## config.mk

```make
export PLATFORM = sky130hd
export DESIGN_NAME = sig_monitor_flat
export DESIGN_NICKNAME = d
export VERILOG_FILES = /design/src/rtl/sig_monitor_if.sv /design/src/rtl/sig_monitor.sv /design/src/flat_wrapper.sv
export SDC_FILE = /design/constraint.sdc
export NUM_CORES = 1
export LEC_CHECK = 0
export ABC_AREA = 1
export CORE_MARGIN = 4
export CORE_UTILIZATION = 60
export CTS_CLUSTER_DIAMETER = 120
export DETAILED_ROUTE_END_ITERATION = 8
export HOLD_SLACK_MARGIN = 0.1
export PLACE_DENSITY = 0.82
export SYNTH_ARGS = -nofsm -noshare
export SYNTH_HDL_FRONTEND = slang
export SYNTH_SLANG_ARGS = --single-unit
```

## constraint.sdc

```tcl
create_clock -name clock -period 2.5 [get_ports clock]
set_input_delay 0.25 -clock clock [delete_from_list [all_inputs] [get_ports clock]]
set_output_delay 0.25 -clock clock [all_outputs]
set_load 0.005 [all_outputs]
```

## src/rtl/sig_monitor_if.sv

```systemverilog
// Signal bundle between the intersection light driver and the conflict monitor.
// The master side drives the light codes; the slave side is the monitor.
interface sig_monitor_if;
    logic [1:0] hwy;
    logic [1:0] cntry;
    logic       fault;
    logic [2:0] fault_code;
    logic       flash_en;
    logic [7:0] phase_cnt;

    modport master (
        output hwy, cntry,
        input  fault, fault_code, flash_en, phase_cnt
    );

    modport slave (
        input  hwy, cntry,
        output fault, fault_code, flash_en, phase_cnt
    );
endinterface

```

## src/rtl/sig_monitor.sv

```systemverilog
// Conflict monitor for the highway/country intersection: checks each light sample
// against the legal sequence and dwell limits, latching the first violation.
module sig_monitor #(
    parameter int MIN_YELLOW = 3,
    parameter int MIN_ALLRED = 2
) (
    input logic          clock,
    input logic          clear,
    sig_monitor_if.slave bus
);
    localparam logic [1:0] RED    = 2'd0;
    localparam logic [1:0] YELLOW = 2'd1;
    localparam logic [1:0] GREEN  = 2'd2;
    localparam logic [1:0] BAD    = 2'd3;

    typedef enum logic [1:0] {INIT, MONITOR, FAULT} state_t;

    state_t     state;
    logic [1:0] hwy_p1;
    logic [1:0] cntry_p1;
    logic [7:0] hwy_ycnt;
    logic [7:0] cntry_ycnt;
    logic [7:0] allred_cnt;
    logic       fault;
    logic [2:0] fault_code;
    logic [7:0] phase_cnt;
    logic [2:0] viol;

    function automatic logic [7:0] sat_inc(input logic [7:0] v);
        return (v == 8'hFF) ? v : v + 8'd1;
    endfunction

    function automatic logic bad_step(input logic [1:0] p, input logic [1:0] n);
        return (p == GREEN && n == RED) || (p == RED && n == YELLOW) ||
               (p == YELLOW && n == GREEN);
    endfunction

    function automatic logic short_yellow(input logic [1:0] p, input logic [1:0] n,
                                          input logic [7:0] cnt);
        return (p == YELLOW) && (n == RED) && (int'(cnt) < MIN_YELLOW);
    endfunction

    // Dwell count of the sample just taken: 1 on entry, saturating while held.
    function automatic logic [7:0] next_ycnt(input logic [1:0] p, input logic [1:0] n,
                                             input logic [7:0] cnt);
        if (n != YELLOW) return 8'd0;
        if (p == YELLOW) return sat_inc(cnt);
        return 8'd1;
    endfunction

    always_comb begin
        viol = 3'd0;
        if (bus.hwy == BAD || bus.cntry == BAD)
            viol = 3'd1;
        else if (bus.hwy != RED && bus.cntry != RED)
            viol = 3'd2;
        else if (bad_step(hwy_p1, bus.hwy) || bad_step(cntry_p1, bus.cntry))
            viol = 3'd3;
        else if (short_yellow(hwy_p1, bus.hwy, hwy_ycnt) ||
                 short_yellow(cntry_p1, bus.cntry, cntry_ycnt))
            viol = 3'd4;
        else if (((hwy_p1 == RED && bus.hwy == GREEN) ||
                  (cntry_p1 == RED && bus.cntry == GREEN)) &&
                 (int'(allred_cnt) < MIN_ALLRED))
            viol = 3'd5;
    end

    always_ff @(posedge clock) begin
        if (clear) begin
            state      <= INIT;
            fault      <= 1'b0;
            fault_code <= 3'd0;
            phase_cnt  <= 8'd0;
            hwy_ycnt   <= 8'd0;
            cntry_ycnt <= 8'd0;
            allred_cnt <= 8'd0;
            hwy_p1     <= RED;
            cntry_p1   <= RED;
        end else begin
            if (state != FAULT) begin
                hwy_p1     <= bus.hwy;
                cntry_p1   <= bus.cntry;
                hwy_ycnt   <= next_ycnt(hwy_p1, bus.hwy, hwy_ycnt);
                cntry_ycnt <= next_ycnt(cntry_p1, bus.cntry, cntry_ycnt);
                allred_cnt <= (bus.hwy == RED && bus.cntry == RED) ? sat_inc(allred_cnt) : 8'd0;
            end
            case (state)
                INIT: state <= MONITOR;
                MONITOR: begin
                    if (viol != 3'd0) begin
                        state      <= FAULT;
                        fault      <= 1'b1;
                        fault_code <= viol;
                    end else if (cntry_p1 == YELLOW && bus.cntry == RED) begin
                        phase_cnt <= sat_inc(phase_cnt);
                    end
                end
                default: state <= FAULT;
            endcase
        end
    end

    assign bus.fault      = fault;
    assign bus.flash_en   = fault;
    assign bus.fault_code = fault_code;
    assign bus.phase_cnt  = phase_cnt;
endmodule

```

## src/flat_wrapper.sv

```systemverilog
// flat-port wrapper written by rule: the top's interface ports become plain ports
module sig_monitor_flat 
#(
    parameter int MIN_YELLOW = 3,
    parameter int MIN_ALLRED = 2
)
  (clock, clear, bus_hwy, bus_cntry, bus_fault, bus_fault_code, bus_flash_en, bus_phase_cnt);
  sig_monitor_if bus_i ();
  input logic clock;
  input logic clear;
  input wire logic [$bits(bus_i.hwy)-1:0] bus_hwy;
  input wire logic [$bits(bus_i.cntry)-1:0] bus_cntry;
  output wire logic [$bits(bus_i.fault)-1:0] bus_fault;
  output wire logic [$bits(bus_i.fault_code)-1:0] bus_fault_code;
  output wire logic [$bits(bus_i.flash_en)-1:0] bus_flash_en;
  output wire logic [$bits(bus_i.phase_cnt)-1:0] bus_phase_cnt;
  assign bus_i.hwy = bus_hwy;
  assign bus_i.cntry = bus_cntry;
  assign bus_fault = bus_i.fault;
  assign bus_fault_code = bus_i.fault_code;
  assign bus_flash_en = bus_i.flash_en;
  assign bus_phase_cnt = bus_i.phase_cnt;
  sig_monitor #(.MIN_YELLOW(MIN_YELLOW), .MIN_ALLRED(MIN_ALLRED)) u_core (.clock(clock), .clear(clear), .bus(bus_i));
endmodule
```

==> results_dict.tcl <==
set metrics [dict create \
    hpwlAfterDp_mm 3.52 \
    io_buffers 18 \
    ios 19 \
    reg2reg_depth 10 \
    rsz0062_at_grt "false" \
    ys_seq_area_frac 0.361 \
    reg2reg_to "u_core.hwy_ycnt[0]$_SDFFE_PP0P_" \
    dieHeight_um 70.3 \
    place.gp.congestion 0.868 \
    cts_hold_buf 0 \
    core_area_um2 3720 \
    path_class "flip-flop to flip-flop" \
    syn_to_final_growth_pct 13.6 \
    power.leakage_nw 1.06 \
    die_w_um 70.3 \
    start_util 0.626 \
    period_needed_ps 1900 \
    syn_nets 351 \
    status "complete, no violations" \
    num_vias 2137 \
    drt_iter0_drc 147 \
    grt.total_usage 0.205 \
    ys_ff_latch 42 \
    cts-resized-gates 0 \
    tightest_slew_ps 485 \
    hold_depth 2 \
    grt.overflow.total 0 \
    ant_nets 0 \
    gr-usage-met1 0.282 \
    grt_use_met2 0.321 \
    firstDrtPassIters 4 \
    grt_pass1_vias 1998 \
    nNetsFinal 374 \
    clk_pin_slew_ps 80 \
    wl_mm 4.73 \
    cts_sinks 42 \
    drv_slew 0 \
    regToRegSetupSlack_ps 600 \
    grt_pass1_wl_mm 8.50 \
    setup_viol 0 \
    cts_buffer_depth 2 \
    peakVddDrop_v 0.000370 \
    fmaxAchievable_mhz 527 \
    grt.busiest_layer "met2" \
    min_to "u_core.bus.fault_code[2]$_SDFFE_PP0P_" \
    htreeDepth 2 \
    synth_top_area_cell "dfxtp_1" \
    grt_antenna_before_repair 0 \
    max_slew_margin 0.675 \
    start_kind "flip-flop" \
    yosysUniqueCellTypes 35 \
    clockRootBuffer "clkbuf_8" \
    drcViolationCount 0 \
    cp.arrival_ps 2090 \
    dieArea_um2 4940 \
    rows 22 \
    n_antenna_cell 0 \
    syn_avg_cell_area_um2 6.82 \
    yosys_warnings 0 \
    cp_max_fo 11 \
    grt_max_degree 15 \
    tns_ps 0 \
    synth_area_um2 2330 \
    cts_inserted_buffers 5 \
    hold_path_class "flip-flop to flip-flop" \
    finalHoldViolations 0 \
    clock_skew_ps 3.33 \
    clk_latency_ps 290 \
    p_per_area_nw_per_um2 510 \
    synthTopCellsByArea "dfxtp_1 36%, nand2_1 11%, a21oi_1 7.5%" \
    wl_per_cell_um 11.5 \
    fillers 315 \
    cts_setup_buffers 0 \
    crit_path_end_kind "flip-flop" \
    routed_via_density 5.19 \
    r2r_start "u_core.hwy_ycnt[0]$_SDFFE_PP0P_" \
    use_met3 0.0388 \
    drive_gt1_frac 0.102 \
    synth.top_cell.area_share 0.361 \
    utilization 0.711 \
    fin_crit_sh 0.759 \
    drv_cap 0 \
    hp-start "u_core.bus.fault_code[2]$_SDFFE_PP0P_" \
    syn_inst 341 \
    crit_required_ps 2690 \
    cts_tree "built" \
]
==> power breakdown <==
group	total (mW)	leakage [nW]	internal [mW]	switching (mW)
clock network	0.412	0.0438	0.187	0.224
registers	0.711	0.341	0.692	0.0184
logic	0.224	0.679	0.0826	0.141
total	1.35	1.06	0.962	0.384
==> state kept, by name, summed over array words and instances (netlist names) <==
register / flops
u_core.bus.fault_code: 3
u_core.state: 2
u_core.bus.phase_cnt: 8
u_core.bus.fault: 1
u_core.cntry_p1: 2
u_core.allred_cnt: 8
u_core.hwy_ycnt: 8
u_core.cntry_ycnt: 8
u_core.hwy_p1: 2
==> worst max-delay path, stage by stage, from the launching register on <==
cell and delay (ps):
dfxtp_1 390, ha_1 210, nand3_1 110, nor2_1 130
nand2_1 90, nor2_1 120, nand3_1 80, nand2_1 280
inv_1 170, o21ai_1 150, nor2_1 60
==> metrics by stage <==
step / cells / total power, mW / hold slack [ps] / instance area [µm²] / setup slack [ps]
6_report: 412 / 1.35 / 466 / 2640 / 603
5_1_grt: 412 / 1.41 / 487 / 2640 / 378
4_1_cts: 412 / 1.36 / 469 / 2640 / 609
3_5_place_dp: 405 / 0.946 / 458 / 2560 / 515
3_3_place_gp: 405 / 0.942 / 449 / 2560 / 531
2_1_floorplan: 341 / 0.884 / 404 / 2330 / 1030
==> cells in the mapped netlist <==
cell,instances
nand2_1,70
dfxtp_1,42
nor2_1,41
inv_1,36
a21oi_1,35
nand3_1,32
o21ai_0,14
inv_2,10
o21ai_1,8
nor3_1,6
nand4_1,5
ha_1,4
nand2_2,4
nor2_2,4
xnor2_1,4
clkbuf_1,3
xor2_1,3
and2_1,2
buf_4,2
a211oi_1,1
a31oi_1,1
a31oi_4,1
and3_1,1
nand2_4,1
nand3_4,1
nand3b_1,1
nand4_4,1
nor2_4,1
nor2_8,1
nor3_2,1
o211a_1,1
o21bai_4,1
o31ai_1,1
or2_1,1
or2_2,1
==> cells in the final DEF, fill, tap and decap left out, drive strengths merged <==
master          n
a31oi           2
or2             2
buf             3
nand3          33
and3            1
o31ai           1
ha              4
nand3b          1
inv            46
nand4           6
dfxtp          42
nor3            7
and2            2
clkdlybuf4s50  18
xnor2           4
o21bai          1
nand2          75
o211a           1
a21oi          35
a211oi          1
xor2            3
clkinv          2
nor2           47
clkbuf          5
o21ai          22
==> metal layers <==
layer	wire (µm)	up-vias
li1	-	1154
met1	2380	941
met2	2130	34
met3	160	8
met4	58	0
met5	0	-
==> area by class of cell <==
class	instances	area (µm²)	share of cell area
clock buffers	5	68.8	0.0261
well taps	48	60.1	0.0227
repair buffers	21	203	0.0767
multi-input cells	248	1290	0.487
clock inverters	2	10.0	0.00379
flip-flops and latches	42	841	0.318
inverters	46	173	0.0654
==> cell families after synthesis <==
group	count (synthesis)	share of synthesized area
adders and majority gates	4	0.0215
buffers and inverters	51	0.0855
DFF	42	0.361
xor gates and xnor gates	7	0.0264
AOI/OAI and AO/OA	63	0.153
and+or+nand+nor	174	0.352
==> worst max-delay path by stage <==
stage	startpoint	endpoint	slack, ps	cells past startpoint
2_1_floorplan	u_core.hwy_ycnt[0]$_SDFFE_PP0P_	u_core.state[1]$_SDFFE_PP0P_	1030	8
3_3_place_gp	bus_cntry[0]	u_core.cntry_ycnt[5]$_SDFFE_PP0P_	530	10
3_5_place_dp	bus_hwy[1]	u_core.bus.phase_cnt[1]$_SDFFE_PP0P_	520	10
4_1_cts	u_core.hwy_ycnt[0]$_SDFFE_PP0P_	u_core.hwy_ycnt[0]$_SDFFE_PP0P_	610	10
5_1_grt	u_core.hwy_ycnt[0]$_SDFFE_PP0P_	u_core.hwy_ycnt[2]$_SDFFE_PP0P_	380	10
6_report	u_core.hwy_ycnt[0]$_SDFFE_PP0P_	u_core.hwy_ycnt[0]$_SDFFE_PP0P_	600	10
(Power assumes the default switching activity.)
